==> config.mk <==
export PLATFORM = sky130hd
export DESIGN_NAME = mem_lsu
export DESIGN_NICKNAME = d
export VERILOG_FILES = /design/src/rtl/mem_lsu.sv
export SDC_FILE = /design/constraint.sdc
export NUM_CORES = 1
export LEC_CHECK = 0
export BUFFER_PORTS_ARGS = -buffer_cell sky130_fd_sc_hd__buf_2
export CORE_UTILIZATION = 40
export CTS_CLUSTER_DIAMETER = 200
export DETAILED_ROUTE_END_ITERATION = 8
export PLACE_DENSITY = 0.62
export SYNTH_ARGS = -nofsm -noshare
export SYNTH_HDL_FRONTEND = slang
export SYNTH_SLANG_ARGS = --single-unit
export TNS_END_PERCENT = 50
==> constraint.sdc <==
create_clock -name clk -period 10.4 [get_ports clk]
set_input_delay 1.04 -clock clk [delete_from_list [all_inputs] [get_ports clk]]
set_output_delay 1.04 -clock clk [all_outputs]
set_load 0.05 [all_outputs]
==> src/rtl/mem_lsu.sv <==
// mem_lsu: MEM-stage load/store unit with a posted store buffer and a single
// outstanding sram-like bus transaction; loads stall on same-word buffered stores.
module mem_lsu #(
    parameter int DATA_W   = 32,
    parameter int SB_DEPTH = 4,
    parameter int ADDR_W   = 32
) (
    input  logic              clk,
    input  logic              rst,
    input  logic              flush,
    input  logic              req_valid,
    input  logic              req_wr,
    input  logic [1:0]        req_size,
    input  logic [ADDR_W-1:0] req_addr,
    input  logic [DATA_W-1:0] req_wdata,
    output logic              req_ready,
    output logic              addr_err,
    output logic              resp_valid,
    output logic [DATA_W-1:0] resp_rdata,
    output logic              m_stall,
    output logic              sb_empty,
    output logic              data_req,
    output logic              data_wr,
    output logic [1:0]        data_size,
    output logic [ADDR_W-1:0] data_addr,
    output logic [DATA_W-1:0] data_wdata,
    input  logic              data_addr_ok,
    input  logic              data_data_ok,
    input  logic [DATA_W-1:0] data_rdata
);
    localparam int OFF_W = $clog2(DATA_W / 8);
    localparam int PTR_W = $clog2(SB_DEPTH);
    localparam logic [PTR_W:0] SB_FULL = SB_DEPTH[PTR_W:0];

    localparam logic [2:0] S_IDLE    = 3'd0;
    localparam logic [2:0] S_LD_ADDR = 3'd1;
    localparam logic [2:0] S_LD_DATA = 3'd2;
    localparam logic [2:0] S_ST_ADDR = 3'd3;
    localparam logic [2:0] S_ST_DATA = 3'd4;

    logic [2:0]        state_q, state_d;
    logic              discard_q, discard_d;
    logic [ADDR_W-1:0] ld_addr_q, ld_addr_d;
    logic [1:0]        ld_size_q, ld_size_d;
    logic [PTR_W-1:0]  wr_ptr_q, wr_ptr_d, rd_ptr_q, rd_ptr_d;
    logic [PTR_W:0]    sb_count_q, sb_count_d;

    logic [ADDR_W-1:0] sb_addr_q  [SB_DEPTH];
    logic [1:0]        sb_size_q  [SB_DEPTH];
    logic [DATA_W-1:0] sb_wdata_q [SB_DEPTH];

    logic              misalign, conflict, push, pop, ld_acc;
    logic [PTR_W-1:0]  rel;
    logic [1:0]        head_size;
    logic [DATA_W-1:0] head_wdata, wdata_rep;

    always_comb begin
        case (req_size)
            2'd1:    misalign = req_addr[0];
            2'd2:    misalign = |req_addr[1:0];
            2'd3:    misalign = (DATA_W == 32) ? 1'b1 : |req_addr[2:0];
            default: misalign = 1'b0;
        endcase
    end

    // An entry is live when its distance from the head is below the count.
    always_comb begin
        conflict = 1'b0;
        rel      = '0;
        for (int i = 0; i < SB_DEPTH; i++) begin
            rel = PTR_W'(i) - rd_ptr_q;
            if (({1'b0, rel} < sb_count_q) &&
                (sb_addr_q[i][ADDR_W-1:OFF_W] == req_addr[ADDR_W-1:OFF_W]))
                conflict = 1'b1;
        end
    end

    always_comb begin
        req_ready = 1'b0;
        push      = 1'b0;
        ld_acc    = 1'b0;
        if (req_valid && !flush) begin
            if (misalign) begin
                req_ready = 1'b1;
            end else if (req_wr) begin
                push      = (sb_count_q != SB_FULL);
                req_ready = push;
            end else begin
                ld_acc    = (state_q == S_IDLE) && !conflict;
                req_ready = ld_acc;
            end
        end
    end

    assign addr_err = req_valid && misalign;
    assign m_stall  = req_valid && !req_ready;
    assign sb_empty = (sb_count_q == '0);

    always_comb begin
        state_d    = state_q;
        discard_d  = discard_q;
        pop        = 1'b0;
        resp_valid = 1'b0;
        case (state_q)
            S_IDLE: begin
                if (ld_acc)                state_d = S_LD_ADDR;
                else if (sb_count_q != '0) state_d = S_ST_ADDR;
            end
            S_LD_ADDR: begin
                if (data_addr_ok) begin
                    state_d = S_LD_DATA;
                    if (flush) discard_d = 1'b1;
                end else if (flush) begin
                    state_d = S_IDLE;
                end
            end
            S_LD_DATA: begin
                if (data_data_ok) begin
                    resp_valid = !discard_q && !flush;
                    discard_d  = 1'b0;
                    state_d    = S_IDLE;
                end else if (flush) begin
                    discard_d = 1'b1;
                end
            end
            S_ST_ADDR: if (data_addr_ok) state_d = S_ST_DATA;
            S_ST_DATA: begin
                if (data_data_ok) begin
                    pop     = 1'b1;
                    state_d = S_IDLE;
                end
            end
            default: state_d = S_IDLE;
        endcase
    end

    always_comb begin
        ld_addr_d  = ld_acc ? req_addr : ld_addr_q;
        ld_size_d  = ld_acc ? req_size : ld_size_q;
        wr_ptr_d   = wr_ptr_q + PTR_W'(push);
        rd_ptr_d   = rd_ptr_q + PTR_W'(pop);
        sb_count_d = sb_count_q + (PTR_W+1)'(push) - (PTR_W+1)'(pop);
    end

    always_ff @(posedge clk or posedge rst) begin
        if (rst) begin
            state_q    <= S_IDLE;
            discard_q  <= 1'b0;
            ld_addr_q  <= '0;
            ld_size_q  <= '0;
            wr_ptr_q   <= '0;
            rd_ptr_q   <= '0;
            sb_count_q <= '0;
        end else begin
            state_q    <= state_d;
            discard_q  <= discard_d;
            ld_addr_q  <= ld_addr_d;
            ld_size_q  <= ld_size_d;
            wr_ptr_q   <= wr_ptr_d;
            rd_ptr_q   <= rd_ptr_d;
            sb_count_q <= sb_count_d;
        end
    end

    always_ff @(posedge clk) begin
        if (push) begin
            sb_addr_q[wr_ptr_q]  <= req_addr;
            sb_size_q[wr_ptr_q]  <= req_size;
            sb_wdata_q[wr_ptr_q] <= req_wdata;
        end
    end

    assign head_size  = sb_size_q[rd_ptr_q];
    assign head_wdata = sb_wdata_q[rd_ptr_q];

    always_comb begin
        wdata_rep = head_wdata;
        case (head_size)
            2'd0: for (int i = 0; i < DATA_W / 8; i++)  wdata_rep[i*8 +: 8]   = head_wdata[7:0];
            2'd1: for (int i = 0; i < DATA_W / 16; i++) wdata_rep[i*16 +: 16] = head_wdata[15:0];
            2'd2: for (int i = 0; i < DATA_W / 32; i++) wdata_rep[i*32 +: 32] = head_wdata[31:0];
            default: wdata_rep = head_wdata;
        endcase
    end

    always_comb begin
        data_req   = 1'b0;
        data_wr    = 1'b0;
        data_size  = '0;
        data_addr  = '0;
        data_wdata = '0;
        if (state_q == S_LD_ADDR) begin
            data_req  = 1'b1;
            data_size = ld_size_q;
            data_addr = ld_addr_q;
        end else if (state_q == S_ST_ADDR) begin
            data_req   = 1'b1;
            data_wr    = 1'b1;
            data_size  = head_size;
            data_addr  = sb_addr_q[rd_ptr_q];
            data_wdata = wdata_rep;
        end
    end

    assign resp_rdata = resp_valid ? (data_rdata >> {ld_addr_q[OFF_W-1:0], 3'b000}) : '0;

endmodule

==> impl_metrics.env, run 1 <==
export IMPL_drcViolationCount=0
export IMPL_syn_area_sq_mm=0.0148
export IMPL_worstHoldPathType="register to register"
export IMPL_cts_tree="yes"
export IMPL_internal_power_mw=2.73
export IMPL_rsz0062_at_grt="false"
export IMPL_syn_inst=964
export IMPL_drive_gt1_share_pct=33.3
export IMPL_powerDensity_mw_per_mm2=255
export IMPL_crit_family="buffers and inverters"
export IMPL_gp_congestion=0.802
export IMPL_drtIter0Drc=503
export IMPL_reg2reg_from="rd_ptr_q[0]"
export IMPL_synth_edf_count=264
export IMPL_worst_hold_startpoint="discard_q"
export IMPL_ant_nets=0
export IMPL_clock_tree_root_cell="clkbuf_16"
export IMPL_dieWidth_um=195
export IMPL_yosysTopAreaCell="edfxtp_1"
export IMPL_portBuffers=209
export IMPL_clk_path_buf_depth=3
export IMPL_layout_commonest_cell="edfxtp_1"
export IMPL_async_reset_ff_share_pct=14.6
export IMPL_final_area_sq_mm=0.0172
export IMPL_postPlaceCellArea_sq_mm=0.0161
export IMPL_status="completed"
export IMPL_cts_setup_buffers=0
export IMPL_path_clk_slew_ns=0.07
export IMPL_ys_seq_area_share_pct=61.0
export IMPL_antenna_found_initial=4
export IMPL_core_area_sq_mm=0.0365
export IMPL_fin_crit_ns=4.89
export IMPL_post_route_period_util_pct=47.0
export IMPL_finalWirelength_mm=36.5
export IMPL_mostFrequentLayoutCells="edfxtp_1, buf_2, xor2_1, nor2_1, mux2i_1"
export IMPL_num_vias=8651
export IMPL_grt_max_degree=53
export IMPL_placed_cells=1574
export IMPL_fin_tns_setup_ns=0
export IMPL_avgViaCountPerCell=5.30
export IMPL_start_util_pct=40.6
export IMPL_grt_total_usage_pct=19.3
export IMPL_syn_nets=1078
export IMPL_cts_buffers=31
export IMPL_die_h_um=195
export IMPL_yosysWarnings=0
export IMPL_row_count=70
export IMPL_power_switching_mw=1.65
export IMPL_pwr_share_comb_pct=37.6
export IMPL_place_ws_ns=6.05
export IMPL_synthTopCellsByArea="edfxtp_1, mux4_2, dfrtp_1, xor2_1, mux2i_1"
export IMPL_clock_sinks=309
export IMPL_hold_viol_final=0
export IMPL_worstSetupStartpointType="register"
export IMPL_grt_pass1_wl_mm=55.2
export IMPL_hpwl_mm=24.2
export IMPL_cp_max_fo=52
export IMPL_netlist_area_leader_share_pct=53.4
export IMPL_fmax_ghz=0.205
export IMPL_area_growth_pct=15.7
export IMPL_tightestPinTransition_ns=1.11
export IMPL_clk_latency_ns=0.58
export IMPL_ctsHoldBuffers=0
export IMPL_num_nets_final=1253
export IMPL_slew_headroom_pct=25.9
export IMPL_setup_ws_ns=5.51
export IMPL_power_leakage_nw=6.61
export IMPL_setup_violations=0
export IMPL_post_cts_resized=0
export IMPL_clock_power_share_pct=25.5
export IMPL_max_cap_viol_count=0
export IMPL_p_sw_share_pct=37.6
export IMPL_skew_ns=0.0174
export IMPL_ir_drop_mv=0.189
export IMPL_synth_seq_cells=309
export IMPL_slew_violations=0
export IMPL_cp_num_buf_inv=2
export IMPL_wl_per_cell_um=22.3
export IMPL_critPathArrivalTime_ns=3.85
export IMPL_htreeDepth=1
export IMPL_io_pin_count=210
export IMPL_cp_required_ns=9.36
export IMPL_grt_pass1_vias=8783
export IMPL_first_pass_iters=4
export IMPL_end_kind="primary output"
export IMPL_overflow=0
export IMPL_synth_avg_cell_area_sq_um=15.4
export IMPL_die_area_sq_mm=0.0379
export IMPL_synthFlopType="edfxtp_1"
export IMPL_layout_cells_non_filler=1633
export IMPL_synth_cell_types=50
export IMPL_p_seq_share_pct=36.9
export IMPL_final_core_util_pct=47.0
export IMPL_cp_startpoint="rd_ptr_q[1]"
export IMPL_cpMaxStageDelayCell="buf_4"
export IMPL_critical_path_cell_chain="buf_4 -> xnor2_1 -> ha_1 -> a2111oi_1 -> a211oi_2 -> nand3_1 -> o211a_1 -> buf_2"
export IMPL_criticalPathCategory="register to primary output"
export IMPL_max_stage_delay_ns=0.74
per-stage QoR:
step / power [mW] / hold slack [ns]
after floorplan: 2.90 / 0.458
after global placement: 3.29 / 0.473
after detailed placement: 3.30 / 0.476
after CTS: 4.42 / 0.492
after global routing: 4.59 / 0.505
final: 4.38 / 0.491
worst paths after layout:
kind | endpoint | slack, ns | depth (start not counted)
hold / removal | discard_q | 0.49 | 1
setup reg to reg | ld_addr_q[24] | 6.21 | 7
hold reg to reg | discard_q | 0.49 | 1
min in group asynchronous | ld_addr_q[0] | 0.64 | 3
max in group asynchronous | rd_ptr_q[0] | 9.24 | 3
setup / recovery | m_stall | 5.51 | 8
routing by layer:
| metal | wire length [um] | GRT usage (%) | vias up | share of wire, % |
|---|---|---|---|---|
| met5 | 24 | 0 | - | 0.066 |
| met4 | 700 | 4.09 | 4 | 1.9 |
| met3 | 2150 | 3.96 | 52 | 5.9 |
| met2 | 17400 | 31.2 | 258 | 48 |
| met1 | 16200 | 27.0 | 4374 | 44 |
| li1 | - | - | 3963 | - |
cells by family (layout without fill, tap and decap cells):
family                   after synthesis  count (layout)  synth area share [%]
other                                  0               2                     0
buffers and inverters                 97             296                  3.52
AO/OA/AOI/OAI                         63              63                  2.89
XOR/XNOR                             125             125                  7.38
AND/OR/NAND/NOR                      194             194                  6.55
multiplexers                         167             167                  17.8
adder cells (fa/ha/maj)                9               9                 0.810
flip-flops                           309             309                  61.0
power by group through the flow:
stage          logic, mW  registers, mW  clock network [mW]
2_1_floorplan       1.36           1.54                   0
3_3_place_gp        1.65           1.64                   0
3_5_place_dp        1.66           1.64                   0
4_1_cts             1.67           1.62                1.14
5_1_grt             1.77           1.64                1.19
6_report            1.65           1.61                1.12
area by class of cell:
| class | count | area (sq um) |
|---|---|---|
| sequential | 309 | 9060 |
| multi-input combinational | 558 | 5290 |
| clock inverter | 6 | 70.1 |
| tap | 468 | 586 |
| antenna | 2 | 5.00 |
| timing repair buffer | 221 | 1140 |
| inverter | 18 | 67.6 |
| clock buffer | 51 | 952 |
| fill | 3186 | 19400 |
synth_stat cells (2+ instances only):
| cell | n |
|---|---|
| mux2_2 | 6 |
| nor4_2 | 2 |
| a21oi_1 | 28 |
| o21ai_0 | 4 |
| clkbuf_1 | 28 |
| nand3_1 | 5 |
| o2111ai_1 | 3 |
| dfrtp_1 | 45 |
| a2111oi_2 | 2 |
| a211oi_2 | 2 |
| o21a_1 | 2 |
| mux2_4 | 28 |
| buf_6 | 5 |
| nor4_1 | 22 |
| and3_1 | 10 |
| buf_4 | 11 |
| nor2_1 | 89 |
| buf_2 | 25 |
| mux2i_1 | 67 |
| inv_1 | 18 |
| xnor2_1 | 24 |
| xor2_1 | 101 |
| nor2b_1 | 11 |
| buf_1 | 7 |
| ha_1 | 8 |
| nor3_1 | 5 |
| buf_12 | 3 |
| nand2b_1 | 3 |
| nor3b_1 | 2 |
| a211oi_1 | 16 |
| nand4_1 | 6 |
| mux4_2 | 66 |
| nand2_1 | 21 |
| and2_1 | 10 |
| edfxtp_1 | 264 |
registers in the layout, indices dropped and copies added (netlist names):
register and cells:
discard_q 1, ld_addr_q 32, ld_size_q 2, rd_ptr_q 2, sb_addr_q 128, sb_count_q 3
sb_size_q 8, sb_wdata_q 128, state_q 3, wr_ptr_q 2
Power figures use the tool's default switching activity.
==> run 2, diff against run 1 <==
==> constraint.sdc (replaced) <==
create_clock -name clk -period 4.9 [get_ports clk]
set_input_delay 0.49 -clock clk [delete_from_list [all_inputs] [get_ports clk]]
set_output_delay 0.49 -clock clk [all_outputs]
set_load 0.05 [all_outputs]
==> impl_metrics.env, run 2 (synthesis results as in run 1) <==
export IMPL_clock_sinks=309
export IMPL_ant_nets=0
export IMPL_die_area_sq_mm=0.0379
export IMPL_area_growth_pct=16.4
export IMPL_criticalPathCategory="register to primary output"
export IMPL_slew_headroom_pct=46.2
export IMPL_row_count=70
export IMPL_reg_top3="sb_addr_q (128), sb_wdata_q (128), ld_addr_q (32)"
export IMPL_final_area_sq_mm=0.0173
export IMPL_ir_drop_mv=0.366
export IMPL_hold_viol_final=0
export IMPL_post_route_period_util_pct=82.8
export IMPL_first_pass_iters=5
export IMPL_gp_congestion=0.856
export IMPL_fmax_ghz=0.246
export IMPL_powerDensity_mw_per_mm2=547
export IMPL_layout_commonest_cell="edfxtp_1"
export IMPL_holdWs_ns=0.145
export IMPL_mostFrequentLayoutCells="edfxtp_1, buf_2, xor2_1, nor2_1, mux2i_1"
export IMPL_hpwl_mm=25.8
export IMPL_status="completed"
export IMPL_die_h_um=195
export IMPL_cp_max_fo=31
export IMPL_avgViaCountPerCell=5.36
export IMPL_grt_pass1_vias=9019
export IMPL_rsz0062_at_grt="false"
export IMPL_cp_required_ns=4.41
export IMPL_clock_tree_root_cell="clkbuf_16"
export IMPL_power_mw=9.45
export IMPL_finalWirelength_mm=37.6
export IMPL_path_clk_slew_ns=0.06
export IMPL_tightestPinTransition_ns=0.807
export IMPL_slew_violations=0
export IMPL_htreeDepth=2
export IMPL_overflow=0
export IMPL_ctsHoldBuffers=0
export IMPL_clk_path_buf_depth=3
export IMPL_grt_max_degree=56
export IMPL_dieWidth_um=195
export IMPL_cts_setup_buffers=0
export IMPL_num_nets_final=1263
export IMPL_critPathArrivalTime_ns=3.57
export IMPL_fin_crit_ns=4.06
export IMPL_setup_violations=0
export IMPL_end_kind="primary output"
export IMPL_cts_buffers=34
export IMPL_max_cap_viol_count=0
export IMPL_start_util_pct=40.6
export IMPL_num_vias=8808
export IMPL_antenna_found_initial=3
export IMPL_portBuffers=209
export IMPL_worstHoldPathType="primary input to async pin"
export IMPL_core_area_sq_mm=0.0365
export IMPL_drtIter0Drc=639
export IMPL_post_cts_resized=0
export IMPL_postPlaceCellArea_sq_mm=0.0162
export IMPL_grt_total_usage_pct=20.1
export IMPL_skew_ns=0.0254
export IMPL_cts_tree="yes"
export IMPL_wl_per_cell_um=22.9
export IMPL_drive_gt1_share_pct=33.4
export IMPL_clk_latency_ns=0.53
export IMPL_worstSetupStartpointType="register"
export IMPL_grt_pass1_wl_mm=57.2
export IMPL_power_leakage_nw=6.66
export IMPL_io_pin_count=210
export IMPL_drcViolationCount=0
## run 2: power by group
group / internal [mW] / leakage [nW] / switching, mW / total (mW)
sequential: 3.11 / 2.93 / 0.332 / 3.44
combinational: 1.33 / 3.22 / 2.22 / 3.55
clock: 1.42 / 0.512 / 1.03 / 2.46
## run 2: routing by layer
layer  share of wire [%]  vias up  track usage (%)
met1                  45     4472             29.0
met5               0.051        -                0
met3                 6.6       41             4.30
met2                  47      318             31.2
li1                    -     3973                -
met4                 1.4        4             4.14
## run 2: area by class of cell
class                           count  area, sq um
Clock inverter                     16          143
Inverter                           18         67.6
Sequential cell                   309         9060
Multi-Input combinational cell    558         5290
Tap cell                          468          586
Antenna cell                        1         2.50
Fill cell                        3191        19200
Clock buffer                       46          916
Timing Repair Buffer              228         1210
## run 2: per-stage QoR
stage | util (%) | instances | setup TNS, ns | worst slack (ns)
floorplan | - | 964 | -81.64 | -1.24
finish | 47.3 | 1644 | 0 | 0.843
detailed placement | 44.4 | 1581 | 0 | 1.35
global route | 47.3 | 1643 | 0 | 0.653
global placement | 44.4 | 1581 | 0 | 1.38
CTS | 47.3 | 1643 | 0 | 0.800
## run 2: path summary, 6_finish.rpt
| check | from | endpoint | slack, ns | cells after the start |
|---|---|---|---|---|
| hold reg to reg | discard_q | discard_q | 0.49 | 1 |
| max in group asynchronous | rst | rd_ptr_q[0] | 4.24 | 3 |
| setup / recovery | rd_ptr_q[0] | data_wdata[11] | 0.84 | 5 |
| setup reg to reg | rd_ptr_q[0] | ld_addr_q[29] | 1.57 | 10 |
| min in group clk | req_wdata[22] | sb_wdata_q[1][22] | 0.17 | 1 |
| hold / removal | rst | ld_addr_q[31] | 0.14 | 3 |
## run 2: worst max-delay path, stage by stage (launching register included)
cell and delay, ns:
dfrtp_4 0.85, mux4_2 0.92, nor2_1 0.55, nand2_1 0.15
a21oi_1 0.25, buf_2 0.32
==> run 3, diff against run 2 <==
==> constraint.sdc (replaced) <==
create_clock -name clk -period 3.8 [get_ports clk]
set_input_delay 0.38 -clock clk [delete_from_list [all_inputs] [get_ports clk]]
set_output_delay 0.38 -clock clk [all_outputs]
set_load 0.05 [all_outputs]
==> impl_metrics.env, run 3 (synthesis results as in run 1) <==
export IMPL_status="completed"
export IMPL_skew_ns=0.00851
export IMPL_max_cap_viol_count=0
export IMPL_num_nets_final=1261
export IMPL_gp_congestion=0.855
export IMPL_multi_input_area_sq_mm=0.00530
export IMPL_crit_family="simple AND/OR/NAND/NOR gates"
export IMPL_wl_per_cell_um=22.3
export IMPL_drtIter0Drc=557
export IMPL_portBuffers=209
export IMPL_slew_violations=0
export IMPL_grt_pass1_vias=8841
export IMPL_cp_max_fo=2
export IMPL_powerDensity_mw_per_mm2=695
export IMPL_area_growth_pct=16.3
export IMPL_layout_cells_non_filler=1642
export IMPL_first_pass_iters=5
export IMPL_placed_cells=1582
export IMPL_ant_nets=0
export IMPL_max_stage_delay_ns=0.55
export IMPL_row_count=70
export IMPL_cpMaxStageDelayCell="nor4_1"
export IMPL_grt_pass1_wl_mm=55.7
export IMPL_final_core_util_pct=47.3
export IMPL_fmax_ghz=0.283
export IMPL_overflow=0
export IMPL_cts_buffers=30
export IMPL_cp_num_buf_inv=1
export IMPL_clock_tree_root_cell="clkbuf_16"
export IMPL_start_util_pct=40.6
export IMPL_core_area_sq_mm=0.0365
export IMPL_seqCellArea_sq_mm=0.00906
export IMPL_mostFrequentLayoutCells="edfxtp_1, buf_2, xor2_1, nor2_1, mux2i_1"
export IMPL_cts_tree="yes"
export IMPL_die_area_sq_mm=0.0379
export IMPL_reg_top3="sb_addr_q (128), sb_wdata_q (128), ld_addr_q (32)"
export IMPL_antenna_found_initial=7
export IMPL_htreeDepth=1
export IMPL_finalWirelength_mm=36.7
export IMPL_critPathArrivalTime_ns=3.15
export IMPL_criticalPathCategory="register to primary output"
export IMPL_worstSetupStartpointType="register"
export IMPL_place_ws_ns=0.686
export IMPL_clock_sinks=309
export IMPL_drive_gt1_share_pct=33.5
export IMPL_clk_path_buf_depth=3
export IMPL_power_mw=12.0
export IMPL_critical_path_cell_chain="xor2_1 -> nor4_1 -> nand4_1 -> nor4_1 -> a211oi_2 -> nand3_1 -> o211a_1 -> buf_2"
export IMPL_dieWidth_um=195
export IMPL_clk_latency_ns=0.55
export IMPL_grt_total_usage_pct=19.4
export IMPL_path_clk_slew_ns=0.06
export IMPL_power_leakage_nw=6.66
export IMPL_slew_headroom_pct=30.2
export IMPL_end_kind="primary output"
export IMPL_nFillCells=3188
export IMPL_cp_required_ns=3.42
export IMPL_tightestPinTransition_ns=1.05
export IMPL_fin_tns_setup_ns=0
export IMPL_avgViaCountPerCell=5.32
export IMPL_grt_max_degree=52
export IMPL_hold_viol_final=0
export IMPL_layout_commonest_cell="edfxtp_1"
export IMPL_io_pin_count=210
export IMPL_ir_drop_mv=0.463
export IMPL_fin_crit_ns=3.53
export IMPL_rsz0062_at_grt="false"
export IMPL_path_common_cell="nor4_1"
export IMPL_hpwl_mm=24.6
export IMPL_num_vias=8743
export IMPL_post_route_period_util_pct=92.9
export IMPL_cts_setup_buffers=0
export IMPL_drcViolationCount=0
export IMPL_setup_violations=0
export IMPL_setup_ws_ns=0.270
export IMPL_worstHoldPathType="primary input to register"
export IMPL_die_h_um=195
[run 3: cell types whose count changed in the layout (fill, tap and decap cells not counted), sizes merged]
cell	change
clkbuf	-5
bufinv	+2
buf	+1
inv	-2
diode	+2
dlygate4sd3	+1
clkinvlp	-1
[run 3: worst paths after layout]
check,slack [ns],cells past startpoint,start,end
max,0.27,8,sb_addr_q[2][22],m_stall
min,0.04,1,req_wdata[12],sb_wdata_q[2][12]
max reg2reg,0.78,8,sb_addr_q[2][22],ld_addr_q[27]
min reg2reg,0.49,1,discard_q,discard_q
max in group asynchronous,2.52,4,rst,rd_ptr_q[0]
min in group asynchronous,0.42,3,rst,ld_addr_q[9]
[run 3: repair_timing]
action | 4_1_cts | 5_1_grt
gates resized for setup | 0 | 0
hold buffers | 1 | 0
endpoints found under the hold margin | 21 | 0
[run 3: power by group]
part           total [mW]  internal, mW  switching (mW)
clock network        3.00          1.76            1.23
logic                4.66          1.74            2.92
registers            4.35          4.01           0.335
total                12.0          7.52            4.48
[run 3: per-stage QoR]
step                hold WS [ns]  area [sq um]
floorplan                  0.458         14900
global placement           0.468         16300
detailed placement         0.473         16300
CTS                       0.0188         17300
global route              0.0249         17300
finish                    0.0401         17300
[run 3: per-layer routing]
metal	up-vias	wire, um	global-route usage, %
met2	247	18000	32.2
li1	3980	-	-
met3	47	2150	3.59
met1	4463	15900	26.6
met5	-	34	0
met4	6	576	3.76
[run 3: area by class of cell]
type | instances | share of cell area, %
Sequential cell | 309 | 52.5
Clock buffer | 41 | 4.71
Inverter | 18 | 0.391
Antenna cell | 3 | 0.0435
Tap cell | 468 | 3.39
Multi-Input combinational cell | 558 | 30.7
Timing Repair Buffer | 230 | 7.28
Clock inverter | 15 | 0.993
